[src/rtl/lcd_rgb_rx.sv]
// RGB565 LCD stream receiver: pixel coordinates, frame-format measurement and lock.
// Optional blanking-data check (blank_err output) under LCD_RGB_RX_BLANK_CHECK_EN.
//   state  | meaning
//   SEARCH | waiting for the first VS edge, current frame discarded
//   TRACK  | measuring frames, counting consecutive identical formats
//   LOCKED | format stable, any violation drops back to TRACK
module lcd_rgb_rx #(
   parameter logic HS_POL      = 1'b1,
   parameter logic VS_POL      = 1'b1,
   parameter int   LOCK_FRAMES = 2
) (
   input  logic        sys_clk,
   input  logic        sys_rst_n,
   input  logic        lcd_hs,
   input  logic        lcd_vs,
   input  logic        lcd_de,
   input  logic [15:0] lcd_rgb,
   output logic        pix_valid,
   output logic [15:0] pix_data,
   output logic [10:0] pix_x,
   output logic [10:0] pix_y,
   output logic        line_start,
   output logic        frame_start,
   output logic [10:0] meas_hvalid,
   output logic [10:0] meas_htotal,
   output logic [10:0] meas_vvalid,
   output logic [10:0] meas_vtotal,
   output logic        locked,
   output logic        fmt_err
`ifdef LCD_RGB_RX_BLANK_CHECK_EN
  ,output logic        blank_err
`endif
);
   typedef enum logic [1:0] {SEARCH, TRACK, LOCKED} state_t;

   localparam logic [10:0] MAX      = 11'h7FF;
   localparam logic [3:0]  LOCK_TGT = 4'(LOCK_FRAMES - 1);

   logic        hs_q, hs_p_q, vs_q, vs_p_q, de_q, line_act_q, hval_set_q;
   logic [15:0] rgb_q;
   logic [10:0] x_cnt_q, y_q, h_cnt_q, v_cnt_q, htot_last_q, hval_frm_q;
   logic [21:0] wd_q;
   state_t      state_q;
   logic [3:0]  match_q;
   logic        pix_valid_q, line_start_q, frame_start_q, locked_q, fmt_err_q, blank_err_q;
   logic [15:0] pix_data_q;
   logic [10:0] pix_x_q, pix_y_q, meas_hval_q, meas_htot_q, meas_vval_q, meas_vtot_q;

   logic        hs_edge, vs_edge, de_rise, line_end, x_sat_err, hval_err, vs_de_err;
   logic        blank_hit, mid_err, fmt_match, wd_hit;
   logic [10:0] line_len, x_d, y_inc, y_d, hval_fin, vval_fin, htot_fin;
   logic [3:0]  match_d;

   always_comb begin
      hs_edge   = (hs_q == HS_POL) && (hs_p_q != HS_POL);
      vs_edge   = (vs_q == VS_POL) && (vs_p_q != VS_POL);
      // A VS edge during DE closes the running line; the pixel on that edge opens a new one.
      de_rise   = de_q && (!line_act_q || vs_edge);
      line_end  = line_act_q && (!de_q || vs_edge);
      line_len  = (x_cnt_q == MAX) ? MAX : x_cnt_q + 11'd1;
      x_d       = x_cnt_q;
      if (de_rise)
         x_d = 11'd0;
      else if (de_q && (x_cnt_q != MAX))
         x_d = x_cnt_q + 11'd1;
      x_sat_err = de_q && !de_rise && (x_cnt_q == MAX - 11'd1);
      y_inc     = (y_q == MAX) ? MAX : y_q + 11'd1;
      y_d       = vs_edge ? 11'd0 : (line_end ? y_inc : y_q);
      hval_err  = line_end && hval_set_q && (line_len != hval_frm_q);
      vs_de_err = vs_edge && de_q;
      hval_fin  = (line_end && !hval_set_q) ? line_len : hval_frm_q;
      vval_fin  = line_end ? y_inc : y_q;
      htot_fin  = hs_edge ? h_cnt_q : htot_last_q;
      fmt_match = (hval_fin == meas_hval_q) && (htot_fin == meas_htot_q) &&
                  (vval_fin == meas_vval_q) && (v_cnt_q == meas_vtot_q);
      match_d   = fmt_match ? ((match_q == 4'hF) ? 4'hF : match_q + 4'd1) : 4'd0;
`ifdef LCD_RGB_RX_BLANK_CHECK_EN
      blank_hit = !de_q && (rgb_q != 16'h0000);
`else
      blank_hit = 1'b0;
`endif
      mid_err   = x_sat_err || hval_err || vs_de_err || blank_hit;
      wd_hit    = &wd_q;
   end

   always_ff @(posedge sys_clk or negedge sys_rst_n) begin
      if (!sys_rst_n) begin
         {hs_q, hs_p_q, vs_q, vs_p_q, de_q, line_act_q, hval_set_q} <= '0;
         rgb_q       <= '0;
         x_cnt_q     <= '0;
         y_q         <= '0;
         h_cnt_q     <= '0;
         v_cnt_q     <= '0;
         htot_last_q <= '0;
         hval_frm_q  <= '0;
         wd_q        <= '0;
      end else begin
         hs_q        <= lcd_hs;
         hs_p_q      <= hs_q;
         vs_q        <= lcd_vs;
         vs_p_q      <= vs_q;
         de_q        <= lcd_de;
         rgb_q       <= lcd_rgb;
         line_act_q  <= de_q;
         x_cnt_q     <= x_d;
         y_q         <= y_d;
         h_cnt_q     <= hs_edge ? 11'd1 : ((h_cnt_q == MAX) ? MAX : h_cnt_q + 11'd1);
         if (hs_edge)
            htot_last_q <= h_cnt_q;
         if (vs_edge)
            v_cnt_q <= hs_edge ? 11'd1 : 11'd0;
         else if (hs_edge && (v_cnt_q != MAX))
            v_cnt_q <= v_cnt_q + 11'd1;
         if (vs_edge)
            hval_set_q <= 1'b0;
         else if (line_end && !hval_set_q) begin
            hval_frm_q <= line_len;
            hval_set_q <= 1'b1;
         end
         wd_q <= (vs_edge || wd_hit) ? 22'd0 : wd_q + 22'd1;
      end
   end

   always_ff @(posedge sys_clk or negedge sys_rst_n) begin
      if (!sys_rst_n) begin
         state_q       <= SEARCH;
         match_q       <= '0;
         {pix_valid_q, line_start_q, frame_start_q, locked_q, fmt_err_q, blank_err_q} <= '0;
         pix_data_q    <= '0;
         pix_x_q       <= '0;
         pix_y_q       <= '0;
         meas_hval_q   <= '0;
         meas_htot_q   <= '0;
         meas_vval_q   <= '0;
         meas_vtot_q   <= '0;
      end else begin
         pix_valid_q   <= de_q;
         pix_data_q    <= de_q ? rgb_q : 16'h0000;
         pix_x_q       <= de_q ? x_d : 11'd0;
         pix_y_q       <= de_q ? y_d : 11'd0;
         line_start_q  <= de_rise;
         frame_start_q <= vs_edge;
         blank_err_q   <= blank_hit;
         fmt_err_q     <= x_sat_err || hval_err || vs_de_err;
         if (vs_edge && (state_q != SEARCH)) begin
            meas_hval_q <= hval_fin;
            meas_htot_q <= htot_fin;
            meas_vval_q <= vval_fin;
            meas_vtot_q <= v_cnt_q;
         end
         case (state_q)
            SEARCH: if (vs_edge) begin
               state_q <= TRACK;
               match_q <= 4'd0;
            end
            TRACK: if (vs_edge) begin
               match_q <= match_d;
               if (match_d >= LOCK_TGT) begin
                  state_q  <= LOCKED;
                  locked_q <= 1'b1;
               end
            end
            LOCKED: begin
               if (vs_edge && !fmt_match)
                  fmt_err_q <= 1'b1;
               if ((vs_edge && !fmt_match) || mid_err) begin
                  state_q  <= TRACK;
                  locked_q <= 1'b0;
                  match_q  <= 4'd0;
               end
            end
            default: state_q <= SEARCH;
         endcase
         if (wd_hit) begin
            state_q  <= SEARCH;
            locked_q <= 1'b0;
         end
      end
   end

   assign pix_valid   = pix_valid_q;
   assign pix_data    = pix_data_q;
   assign pix_x       = pix_x_q;
   assign pix_y       = pix_y_q;
   assign line_start  = line_start_q;
   assign frame_start = frame_start_q;
   assign meas_hvalid = meas_hval_q;
   assign meas_htotal = meas_htot_q;
   assign meas_vvalid = meas_vval_q;
   assign meas_vtotal = meas_vtot_q;
   assign locked      = locked_q;
   assign fmt_err     = fmt_err_q;
`ifdef LCD_RGB_RX_BLANK_CHECK_EN
   assign blank_err   = blank_err_q;
`endif
endmodule

[config.mk]
export PLATFORM = sky130hd
export DESIGN_NAME = lcd_rgb_rx
export DESIGN_NICKNAME = d
export VERILOG_FILES = /design/src/rtl/lcd_rgb_rx.sv
export SDC_FILE = /design/constraint.sdc
export NUM_CORES = 1
export LEC_CHECK = 0
export BUFFER_PORTS_ARGS = -buffer_cell sky130_fd_sc_hd__clkbuf_2
export CAP_MARGIN = 0
export CORE_ASPECT_RATIO = 0.8
export CORE_MARGIN = 10
export CORE_UTILIZATION = 55
export DETAILED_ROUTE_END_ITERATION = 7
export GPL_TIMING_DRIVEN = 0
export HOLD_SLACK_MARGIN = 0.02
export PLACE_DENSITY = 0.86
export SETUP_SLACK_MARGIN = 0.2
export SYNTH_ARGS = -nofsm -noshare
export SYNTH_HDL_FRONTEND = slang
export SYNTH_SLANG_ARGS = --single-unit
[constraint.sdc]
create_clock -name sys_clk -period 4.1 [get_ports sys_clk]
set_input_delay 0.615 -clock sys_clk [delete_from_list [all_inputs] [get_ports sys_clk]]
set_output_delay 0.615 -clock sys_clk [all_outputs]
set_load 0.03 [all_outputs]
# [Word level (Yosys, flattened, before mapping)]
# Index checks and enable logic that the tools add are counted.
[word_totals] reg_bits=203 in_bits=21 out_inout_bits=87 elab_cells=134
[classes] reduce_logical=38 mux=38 n_lt_le_gt_ge=1 add_sub_neg=6 eq_ne=21 n_bitwise=2
[op_table] cell="11-bit two-way mux" n=14
[op_table] cell="11-bit by 1-bit adder with 11-bit output (second input constant)" n=4
[op_table] cell="11-bit equality test" n=4
[op_table] cell="11-bit equality test (second input constant)" n=4
[op_table] cell="22-bit by 1-bit adder with 22-bit output (second input constant)" n=1
[op_table] cell="22-bit two-way mux" n=1
[op_table] cell="11-bit inequality test (second input constant)" n=2
[op_table] cell="22-bit AND reduction" n=1
[op_table] cell="4-bit two-way mux" n=5
[op_table] cell="1-bit logical AND" n=17
[op_table] cell="16-bit two-way mux" n=1
[op_table] cell="3-bit inequality test (second input constant)" n=4
[op_table] cell="4-bit one-hot mux with 3 select lines" n=1
[op_table] cell="4-bit AND reduction" n=3
[op_table] cell="11-bit inequality test" n=1
[op_table] cell="2-bit two-way mux" n=5
[op_table] cell="1-bit two-way mux" n=9
[op_table] cell="1-bit logical OR" n=6
[op_table] cell="2-bit inequality test (second input constant)" n=3
[op_table] cell="2-bit one-hot mux with 3 select lines" n=1
[op_table] cell="2-bit nonzero test" n=3
[op_table] cell="3-bit nonzero test" n=2
[op_table] cell="1-bit zero test" n=5
[op_table] cell="4-bit by 1-bit adder with 4-bit output (second input constant)" n=1
[op_table] cell="other kinds (7)" n=8

# [Logic depth before layout (Yosys ltp)]
# Gate-level depths: netlist of run 1.
[depth] ltp_word=16 ltp_mapped=13 mapped_depth_nobuf=11

# [Worst setup path before layout of run 1]
# Ideal clock, no wire load.
[synth_timing] kind="flip-flop to flip-flop" startpoint="register x_cnt_q[1]" endpoint="register match_q[2]" setup_ns=0.123 arrival_ns=3.038 path_buffers=1 period_less_slack_ns=3.161 stages_incl_launch_ff=12 setup_slack_ns=0.939 required_time_ns=3.977 cell_sequence="dfrtp_1 > ha_1 > buf_2 > and2_1 > a31oi_1 > xnor2_1 > o221ai_1 > or4_1 > o21ai_1 > nor4b_2 > and3b_1 > o2bb2a_2"
[synth_via] elab_chain_cells=12 elab_cells_between_ends=22 classes_between="add/sub: 1; eq/ne: 5; mux: 5; reduce/logical: 11"
[synth_rtl] item="start: declaration" line="41" text="logic [10:0] x_cnt_q, y_q, h_cnt_q, v_cnt_q, htot_last_q, hval_frm_q;"
[synth_rtl] item="start signal: assignment" line="90" text="x_cnt_q <= '0;"
[synth_rtl] item="start signal: assignment" line="105" text="x_cnt_q <= x_d;"
[synth_rtl] item="11-bit by 1-bit adder with 11-bit output or 11-bit equality test (tied branches)" line="60" text="line_len = (x_cnt_q == MAX) ? MAX : x_cnt_q + 11'd1;"
[synth_rtl] item="11-bit two-way mux" line="60"
[synth_rtl] item="11-bit two-way mux" line="71" text="hval_fin = (line_end && !hval_set_q) ? line_len : hval_frm_q;"
[synth_rtl] item="11-bit equality test" line="74" text="fmt_match = (hval_fin == meas_hval_q) && (htot_fin == meas_htot_q) &&"
[synth_rtl] item="1-bit logical AND (2 in series)" line="74"
[synth_rtl] item="1-bit logical AND" line="75" text="(vval_fin == meas_vval_q) && (v_cnt_q == meas_vtot_q);"
[synth_rtl] item="1-bit zero test" line="166" text="if ((vs_edge && !fmt_match) || mid_err) begin"
[synth_rtl] item="1-bit logical AND" line="166"
[synth_rtl] item="1-bit logical OR" line="166"
[synth_rtl] item="2-bit inequality test (no source line)"
[synth_rtl] item="4-bit AND reduction (no source line)"
[synth_rtl] item="end signal: assignment" line="157" text="match_q <= match_d;"
[synth_rtl] item="end: declaration" line="44" text="logic [3:0] match_q;"
# Several ways; a longest one is shown, not always the timed one. The select of a mux whose other input is x is not followed.
# A chain may end at the register's enable or synchronous reset.

# [Final worst setup path of run 1]
# Ends and elaborated chain as after synthesis.

==> results of run 1 <==
-- layout by cell type, fill, tap and decap left out, types with 7 or more instances in the layout --
cell type	Yosys	layout
o22ai_1	7	7
o211ai_1	9	9
mux2_2	14	14
and2_1	27	27
o21ai_0	56	56
buf_2	13	13
xor2_1	38	37
nand4_1	26	26
nor2b_1	12	12
nor3_1	25	25
o2111ai_1	7	7
nand3_1	41	41
xnor2_1	38	38
mux2i_1	8	8
or3_1	9	9
nor2_1	104	104
clkbuf_16	0	22
nand2_1	86	86
nand2b_1	18	18
a211oi_1	16	16
inv_1	34	34
clkbuf_1	39	42
nor4_1	7	7
dfrtp_1	203	203
a31oi_1	8	8
clkbuf_2	0	107
ha_1	7	7
and3_1	20	20
a21oi_1	44	43
-- cell families (layout without fill, tap and decap cells) --
logic type,count (synthesis),after routing,share of synthesized area [%]
AND/OR/NAND/NOR,403,403,20.7
multiplexers,22,22,2.39
adder cells (fa/ha/maj),7,7,0.880
buffers and inverters,88,237,3.48
flip-flops,203,203,51.0
AO/OA/AOI/OAI,216,216,14.6
XOR/XNOR,77,77,6.91
-- repair_timing --
item,in CTS,in global routing
buffers inserted,0,2
resized for setup,0,6
setup endpoints to repair,0,6
endpoints found under the hold margin,0,0
-- report_power, final --
part	switching, mW	internal [mW]	total, mW	leakage (nW)
Combinational	0.751	0.422	1.17	2.28
Clock	0.815	1.19	2.01	0.362
Sequential	0.244	2.19	2.43	2.67
Total	1.81	3.80	5.61	5.31
-- routing by layer --
layer | vias up | part of all wire (%) | track usage, %
li1 | 3882 | - | -
met3 | 41 | 9.2 | 5.34
met4 | 0 | 1.7 | 4.70
met5 | - | 0 | 0
met2 | 408 | 45 | 34.7
met1 | 4124 | 44 | 32.1
-- stage by stage --
| step | power (mW) | instance area (um^2) | utilization [%] |
|---|---|---|---|
| finish | 5.61 | 11600 | 66.2 |
| global route | 5.83 | 11600 | 66.2 |
| CTS | 5.60 | 11600 | 66.0 |
| detailed placement | 3.60 | 10800 | 61.8 |
| global placement | 3.56 | 10800 | 61.4 |
| floorplan | 3.17 | 9950 | - |
-- cell type report --
| class | instances | share of cell area (%) |
|---|---|---|
| clock inverters | 8 | 1.00 |
| inverters | 34 | 1.10 |
| flip-flops and latches | 203 | 43.8 |
| clock buffers | 30 | 5.35 |
| multi-input cells | 725 | 39.1 |
| plain buffers | 54 | 1.90 |
| well taps | 225 | 2.43 |
| repair buffers | 111 | 5.29 |
-- synthesized netlist by cell type, types with 8 or more instances --
cell type	count	area, um^2
mux2_2	14	158
nand2_1	86	323
nand2b_1	18	113
mux2i_1	8	80.1
o21ai_0	56	280
nand4_1	26	163
a31oi_1	8	50.1
xor2_1	38	333
nor2b_1	12	75.1
o211ai_1	9	67.6
clkbuf_1	39	146
inv_1	34	128
dfrtp_1	203	5080
nor2_1	104	390
xnor2_1	38	333
nand3_1	41	205
and3_1	20	125
nor3_1	25	125
a211oi_1	16	120
buf_2	13	65.1
and2_1	27	169
or3_1	9	56.3
a21oi_1	44	220
-- how the worst min path moves through the flow --
| stage | startpoint | to | cells past startpoint |
|---|---|---|---|
| after CTS | sys_rst_n | hval_frm_q[6] | 1 |
| after detailed placement | vs_q | vs_p_q | 0 |
| after floorplan | sys_rst_n | de_q | 0 |
| after global placement | vs_q | vs_p_q | 0 |
| final | sys_rst_n | hval_frm_q[6] | 1 |
| after global routing | sys_rst_n | meas_htotal[4] | 1 |
-- critical path: cells and delay by family (launching register included) --
kind | cells | cell delay (ps)
simple gates | 4 | 1350
fa+ha+maj | 1 | 210
xor+xnor | 1 | 190
flops | 1 | 460
compound gates | 4 | 1190
buf+inv | 1 | 170
==> metrics.txt, run 1 <==
layout cells sized above 1 between 10% and 20%; Layout area overhead 16.6%; R2R Path End match_q[2]; Final Cycle Share roughly nine tenths; startpoint types flip-flop; Post-route DRC 0; Post-synth EDFFs 0; first-pass GRT wire length 44.0 mm; setup_tns 0 ps; average wire per standard cell 19.9 um; skew final 17.8 ps; yosys warns 0; WS Path Type reg2reg; Peak supply drop 0.000229 V; fillers between 1000 and 1500; root buf cell clkbuf_16; Ports 108; Antenna diodes 0; Die ar. 23900 um^2; Mean Syn Cell Area 9.80 um^2; pre-CTS WS 345 ps; reg-to-reg slack, setup 400 ps; unrepaired setup endpoints after global routing no; worst-case clock buffer depth 3; initial antenna violation count 0; # placed instances 1350; area occupied by multi-input gates 4540 um^2; drt total wl roughly 28 mm; Fin. Hold Viols 0; Crit path arrival time 4090 ps; Final HPWL DP 20.0 mm; clock latency on the worst-skew pair 510 ps; synthesized area 9950 um^2; vias in the first global route 8111; crit path time final about 3700 ps; crit path cell chain ha_1 -> buf_2 -> and2_1 -> a31oi_1 -> xnor2_1 -> o221ai_1 -> or4_1 -> o21ai_2 -> nor4b_2 -> and3b_1 -> o2bb2a_2; Setup crit end kind flip-flop; fin. max-slew vios 0; Synth Instances 1016; total track usage 22.7%; setup violation total in the final timing report 0; drt first pass iters 5; # hold bufs at CTS 0; largest net degree at the start of global routing 85; initial core utilization 56.7%; Synth async-reset ratio 100%; slowest CP cell or4_1; Leak 5.31 nW; Largest Register wd_q; crit path to match_q[2]; Worst R2R Path Depth 11; pwr dens 484 nW/um^2; Die X around 170 um; Register Area 5080 um^2; CTS Buf Count 22; Rel. slew slack 50.5%; Seq/Total Area, Yosys 51.0%; worst slew pin tran 724 ps; Via Count 8455; max_cap viols 0; Critical Path Fanout Max 9; Critical Path Max Stage Delay approximately 590 ps; DRT antenna net count 0; num rows 43; worst endpoint required time 4490 ps; initial DRC count 849; CP startpoint x_cnt_q[1]; CORE AREA 17500 um^2; synth unique cells 72; worst setup margin 401 ps; Mapped Nets 1044; Hold Crit Class in2async; port bufs 107; Overflow after GRT 0; Final Non-Filler Cells 1390; maximum clock rate between 200 and 300 MHz; status complete, no violations; vias per cell 6.08; top_reg_cell synth dfrtp_1; CTS tree yes; #FFs+latches synth a little over 200; Final nets 1179; Clock Sinks a little over 200; CTS H-Tree Depth 1; max reg flops 22; GP Congestion 0.982; die height ~140 um; reg-to-reg startpoint x_cnt_q[1]; Clock Pin Slew Worst Setup and Hold Paths 70 ps; hold slack 22.5 ps
(Power assumes the default switching activity.)
==> run 2, diff against run 1 <==
--- a/config.mk
+++ b/config.mk
@@ -5,6 +5,7 @@
 export SDC_FILE = /design/constraint.sdc
 export NUM_CORES = 1
 export LEC_CHECK = 0
+export ABC_AREA = 1
 export BUFFER_PORTS_ARGS = -buffer_cell sky130_fd_sc_hd__clkbuf_2
 export CAP_MARGIN = 0
 export CORE_ASPECT_RATIO = 0.8
@@ -13,8 +14,9 @@
 export DETAILED_ROUTE_END_ITERATION = 7
 export GPL_TIMING_DRIVEN = 0
 export HOLD_SLACK_MARGIN = 0.02
-export PLACE_DENSITY = 0.86
+export PLACE_DENSITY = 0.87
 export SETUP_SLACK_MARGIN = 0.2
+export SKIP_CTS_REPAIR_TIMING = 1
 export SYNTH_ARGS = -nofsm -noshare
 export SYNTH_HDL_FRONTEND = slang
 export SYNTH_SLANG_ARGS = --single-unit
==> metrics.txt, run 2 <==
max reg flops 22; Fin. Hold Viols 0; port bufs 107; reg-to-reg startpoint x_cnt_q[0]; clock latency on the worst-skew pair 510 ps; R2R Path End match_q[3]; Crit path arrival time 3340 ps; crit path cell chain ha_1 -> nand3_2 -> inv_2 -> nand3_2 -> buf_2 -> nand3_1 -> nand2_1 -> nand2_1 -> nand2_1 -> nand2_1 -> nor2_1 -> nand3_2 -> nor2_4 -> nand2_4 -> nand2_2 -> nand2_1 -> nand2_2 -> nand2_4 -> nand2_1 -> o21ai_1; top-count cell post-synth nand2_1; share of the synthesized area in the top cell type 52.7%; GP Congestion 0.937; drt total wl approximately 24 mm; Die X 168 um; Mapped Nets 1197; top_reg_cell synth dfrtp_1; skew final about 7.6 ps; startpoint types flip-flop; Seq/Total Area, Yosys 52.7%; hold slack around 170 ps; unrepaired setup endpoints after global routing no; Clock Sinks 203; most frequent cells in the layout nand2_1 (304), dfrtp_1 (203), inv_1 (155), nor2_1 (108), clkbuf_2 (106); Layout area overhead 15.8%; Hold Crit Class in2async; CTS Buf Count 21; setup violation total in the final timing report 0; pwr dens between 500 and 600 nW/um^2; Clock Pin Slew Worst Setup and Hold Paths 60 ps; slowest CP cell dfrtp_1; Via Count 8330; design area 11200 um^2; reg-to-reg slack, setup 1150 ps; Post-route DRC 0; Mean Syn Cell Area around 8 um^2; vias in the first global route 8090; Synth Instances approximately 1200; initial core utilization 55.8%; Synth async-reset ratio 100%; Critical Path Fanout Max 10; Final HPWL DP 17.6 mm; initial antenna violation count 0; initial DRC count 903; average wire per standard cell ~16 um; first-pass GRT wire length between 40 and 50 mm; CTS H-Tree Depth 1; commonest cells in the netlist nand2_1 (304), dfrtp_1 (203), inv_1 (155), nor2_1 (108), nand3_1 (78); worst endpoint required time 4490 ps; leading cell type in the layout, fill and taps excluded nand2_1; synth unique cells 43; CTS tree yes; critical path's top delay family simple AND/OR/NAND/NOR gates; Leak 5.73 nW; worst slew pin tran roughly 1000 ps; root buf cell clkbuf_16; Synth area leader dfrtp_1; Die ar. 23200 um^2; Peak supply drop 0.000280 V; Critical Path Max Stage Delay 480 ps; largest net degree at the start of global routing ~110; yosys warns 0; Post-synth EDFFs 0; Antenna diodes 0; #FFs+latches synth 203; WS Path Type reg2reg; CORE AREA between 15000 and 20000 um^2; total chip power ~5.9 mW; Crit path buffers/inverters 2; Critical Path Most Common Cell nand2_1; die height 138 um; Largest Register wd_q; Setup crit end kind flip-flop; layout cells sized above 1 15.1%; placed inst area 10500 um^2; max_cap viols 0; total track usage 20.4%; Synth area leaders dfrtp_1 (53%), nand2_1 (12%), inv_1 (6.0%), nor2_1 (4.2%), nand3_1 (4.1%); synthesized area 9640 um^2; Ports around 110; num rows 43; fillers 1361; Worst R2R Path Depth 20; Final Cycle Share about 70%; DRT antenna net count 0; worst-case clock buffer depth 3; Overflow after GRT 0; Final nets between 1000 and 1500; crit path time final 2950 ps; drt first pass iters 8; Rel. slew slack between 30% and 40%; maximum clock rate approximately 340 MHz; status complete, no violations; vias per cell 5.41; fin. max-slew vios 0
[run 2: cell count changes after synthesis, moves of 13 or more]
cell,change
nand2_1,+218
xnor2_1,-21
and2_1,-22
a211oi_1,-13
and3_1,-18
xor2_1,-17
nand2b_1,-18
clkbuf_1,-19
inv_1,+121
mux2_2,-14
o21ai_0,+17
nand3_1,+37
[run 2: how the worst max path moves through the flow]
stage,slack (ps),cells after the start,end,from
global route,880,20,match_q[3],x_cnt_q[0]
detailed placement,1240,20,match_q[3],x_cnt_q[0]
finish,1150,20,match_q[3],x_cnt_q[0]
CTS,1220,20,match_q[3],x_cnt_q[0]
global placement,-1340,1,pix_x[3],sys_rst_n
floorplan,1760,18,match_q[1],pix_valid
[run 2: worst register-to-register path, stage by stage (launching register included)]
cell     delay (ps)
dfrtp_1         480
ha_1            290
nand3_2         150
inv_2            60
nand3_2         120
buf_2           230
nand3_1         130
nand2_1         120
nand2_1          60
nand2_1          60
nand2_1          80
nor2_1          220
nand3_2         160
nor2_4          160
nand2_4          80
nand2_2          80
nand2_1          70
nand2_2          80
nand2_4          70
nand2_1          80
o21ai_1          60
[run 2: layer usage]
metal	part of all wire, %	wire length, um	global-route usage, %
met5	0	0	0
met4	3.2	781	6.45
met3	8.2	2000	4.90
met2	46	11300	32.7
met1	43	10400	26.6
[run 2: stage by stage]
| step | TNS, ps | setup slack, ps | cells | utilization [%] |
|---|---|---|---|---|
| 4_1_cts | 0 | 1220 | 1539 | 64.6 |
| 5_1_grt | 0 | 875 | 1539 | 64.6 |
| 3_5_place_dp | 0 | 1240 | 1502 | 60.7 |
| 6_report | 0 | 1150 | 1539 | 64.6 |
| 2_1_floorplan | 0 | 1760 | 1169 | - |
| 3_3_place_gp | -268500 | -1340 | 1501 | 60.5 |
[run 2: final cells by class]
cell class | count | area [um^2] | share of cell area (%)
Buffer | 31 | 149 | 1.33
Clock inverter | 9 | 77.6 | 0.695
Timing Repair Buffer | 108 | 572 | 5.12
Tap cell | 225 | 282 | 2.52
Inverter | 162 | 608 | 5.45
Multi-Input combinational cell | 773 | 3800 | 34.1
Clock buffer | 28 | 592 | 5.30
Sequential cell | 203 | 5080 | 45.5
[run 2: report_power, final]
part	internal [mW]	switching, mW	leakage (nW)
sequential	2.27	0.221	2.66
clock	1.08	0.787	0.337
combinational	0.472	1.10	2.73
total	3.82	2.10	5.73
[run 2: cell families (layout without fill, tap and decap cells)]
| family | Yosys count | in the layout | share of synthesized area (%) |
|---|---|---|---|
| xor+xnor | 38 | 38 | 3.45 |
| flops | 203 | 203 | 52.7 |
| buf+inv | 193 | 338 | 7.86 |
| simple gates | 597 | 597 | 27.6 |
| fa+ha+maj | 7 | 7 | 0.909 |
| compound gates | 131 | 131 | 7.49 |
==> run 3, diff against run 2 <==
--- a/config.mk
+++ b/config.mk
@@ -10,7 +10,7 @@
 export CAP_MARGIN = 0
 export CORE_ASPECT_RATIO = 0.8
 export CORE_MARGIN = 10
-export CORE_UTILIZATION = 55
+export CORE_UTILIZATION = 53
 export DETAILED_ROUTE_END_ITERATION = 7
 export GPL_TIMING_DRIVEN = 0
 export HOLD_SLACK_MARGIN = 0.02
==> constraint.sdc (replaced) <==
create_clock -name sys_clk -period 2.5 [get_ports sys_clk]
set_input_delay 0.375 -clock sys_clk [delete_from_list [all_inputs] [get_ports sys_clk]]
set_output_delay 0.375 -clock sys_clk [all_outputs]
set_load 0.03 [all_outputs]
==> metrics.txt, run 3 (synthesis results as in run 2) <==
maximum clock rate 376 MHz; startpoint types flip-flop; port bufs 107; first-pass GRT wire length 39.7 mm; Hold Crit Class in2async; vias in the first global route 8090; Final Cycle Share 106%; Antenna diodes 0; slowest CP cell dfrtp_2; worst slew pin tran 904 ps; drt first pass iters 6; max_cap viols 0; Setup crit end kind flip-flop; Via Count 9038; worst-case clock buffer depth 3; sequential fraction of design power between 30% and 40%; failing checks hold timing, setup timing; DRT antenna net count 0; initial antenna violation count 0; Psw 3.78 mW; total chip power 10.8 mW; status finished with violations; crit path cell chain buf_4 -> nand3_2 -> nor2_2 -> nand2_1 -> nand2_1 -> nand3_2 -> nand2_2 -> nand2_1 -> nand2_1 -> nand2_2 -> nor2_4 -> nand3_4 -> nor2_4 -> nand2_4 -> nand2_4 -> nand2_2 -> nand2_2 -> nand2_4 -> nand3_2 -> nand2_2; hold slack -0.253 ps; drt total wl 28.5 mm; num rows 44; unrepaired setup endpoints after global routing yes; WS Path Type reg2reg; GRT Max-Usage Layer met2; layout cells sized above 1 25.8%; max reg flops 22; Peak supply drop 0.000543 V; crit path time final 2660 ps; die height 141 um; Sw Share between 30% and 40%; Final nets 1396; Rel. slew slack 39.8%; reg-to-reg startpoint x_cnt_q[0]; Critical Path Fanout Max 6; Final Util 69.6%; Critical Path Most Common Cell nand2_2; Layout area overhead 30.0%; pwr dens 865 nW/um^2; most frequent cells in the layout nand2_1 (271), dfrtp_1 (194), inv_1 (152), clkbuf_2 (107), nor2_1 (87); Final Non-Filler Cells 1612; clock latency on the worst-skew pair 500 ps; power share of the clock group 33.9%; Worst R2R Path Depth 20; part of the power in combinational logic 27.7%; CTS Buf Count 21; R2R Path End match_q[0]; critical path's top delay family simple AND/OR/NAND/NOR gates; Ports ~110; reg-to-reg slack, setup -160 ps; Clock Sinks slightly above 200; met3 usage under 10%; met2 GRT Util 33.2%; Fin. Hold Viols 1; CTS tree yes; largest net degree at the start of global routing about 120; setup violation total in the final timing report 7; CTS H-Tree Depth 1; Leak 6.26 nW; leading cell type in the layout, fill and taps excluded nand2_1; root buf cell clkbuf_16; Die X approximately 170 um; initial DRC count roughly 1300; GP Congestion 0.900; design area 12500 um^2; initial core utilization 53.5%; worst endpoint required time between 2000 and 3000 ps; worst setup margin -158 ps; Clock Pin Slew Worst Setup and Hold Paths 70 ps; Stages on worst setup path 20; average wire per standard cell 17.7 um; placed inst area 10500 um^2; Largest Register wd_q; Crit path buffers/inverters 1; Critical Path Max Stage Delay 450 ps; CORE AREA 18000 um^2; met1 usage 25.4%; Crit path arrival time between 3000 and 4000 ps; # placed instances 1507; P_int 7.06 mW; Die ar. 24000 um^2; Post-route DRC 0; Final HPWL DP between 15 and 20 mm; CP startpoint x_cnt_q[0]; fin. max-slew vios 0; skew final 11.7 ps; vias per cell between 5 and 6; Overflow after GRT 0; crit path to match_q[0]; total track usage 20.0%
==> run 3: cell types whose count changed in the layout (fill, tap and decap cells not counted), moves of 7 or more <==
cell	delta
buf_4	+42
buf_6	+7
dfrtp_1	-9
dfrtp_2	+9
dlygate4sd3_1	+19
nand2_1	-33
nand2_2	+26
nand3_1	-28
nand3_2	+22
nor2_1	-21
nor2_2	+13
nor2_4	+8
==> run 3: area by class of cell <==
cell class                 instances  area (um^2)
buffer                            31          206
timing repair buffer             176         1170
inverter                         162          613
clock buffer                      27          578
multi-input combinational        773         4360
sequential                       203         5090
fill                            1165         5470
clock inverter                    10          229
tap                              230          288
==> run 3: how the worst min path moves through the flow <==
stage	start	end	cells past startpoint
after floorplan	sys_rst_n	de_q	0
after global routing	sys_rst_n	htot_last_q[7]	1
final	sys_rst_n	meas_htotal[3]	1
after detailed placement	vs_q	vs_p_q	0
after global placement	vs_q	vs_p_q	0
after CTS	lcd_rgb[11]	rgb_q[11]	1
==> run 3: routing by layer <==
metal  routed length [um]  share of wire [%]
met1                10900                 38
met2                14200                 50
met5                    0                  0
met4                 1000                3.5
met3                 2410                8.5
==> run 3: power by group through the flow <==
stage | Clock, mW | Combinational, mW | Sequential (mW)
after floorplan | 0 | 1.30 | 4.52
after global placement | 0 | 2.41 | 4.12
after detailed placement | 0 | 2.49 | 4.14
after CTS | 3.68 | 2.53 | 4.10
after global routing | 3.82 | 3.27 | 4.21
final | 3.68 | 3.00 | 4.16
==> run 3: worst register-to-register path, stage by stage (launching register included) <==
cell and delay [ps]:
dfrtp_2 450, buf_4 150, nand3_2 160, nor2_2 180
nand2_1 80, nand2_1 150, nand3_2 120, nand2_2 120
nand2_1 70, nand2_1 70, nand2_2 80, nor2_4 140
nand3_4 90, nor2_4 170, nand2_4 80, nand2_4 80
nand2_2 70, nand2_2 80, nand2_4 90, nand3_2 80
nand2_2 50
==> run 3: stage by stage <==
step | TNS [ps] | setup slack, ps
after floorplan | 0 | 232
after global placement | -561140 | -3180
after detailed placement | -5420 | -232
after CTS | -6210 | -280
after global routing | -2180 | -318
final | -875 | -158
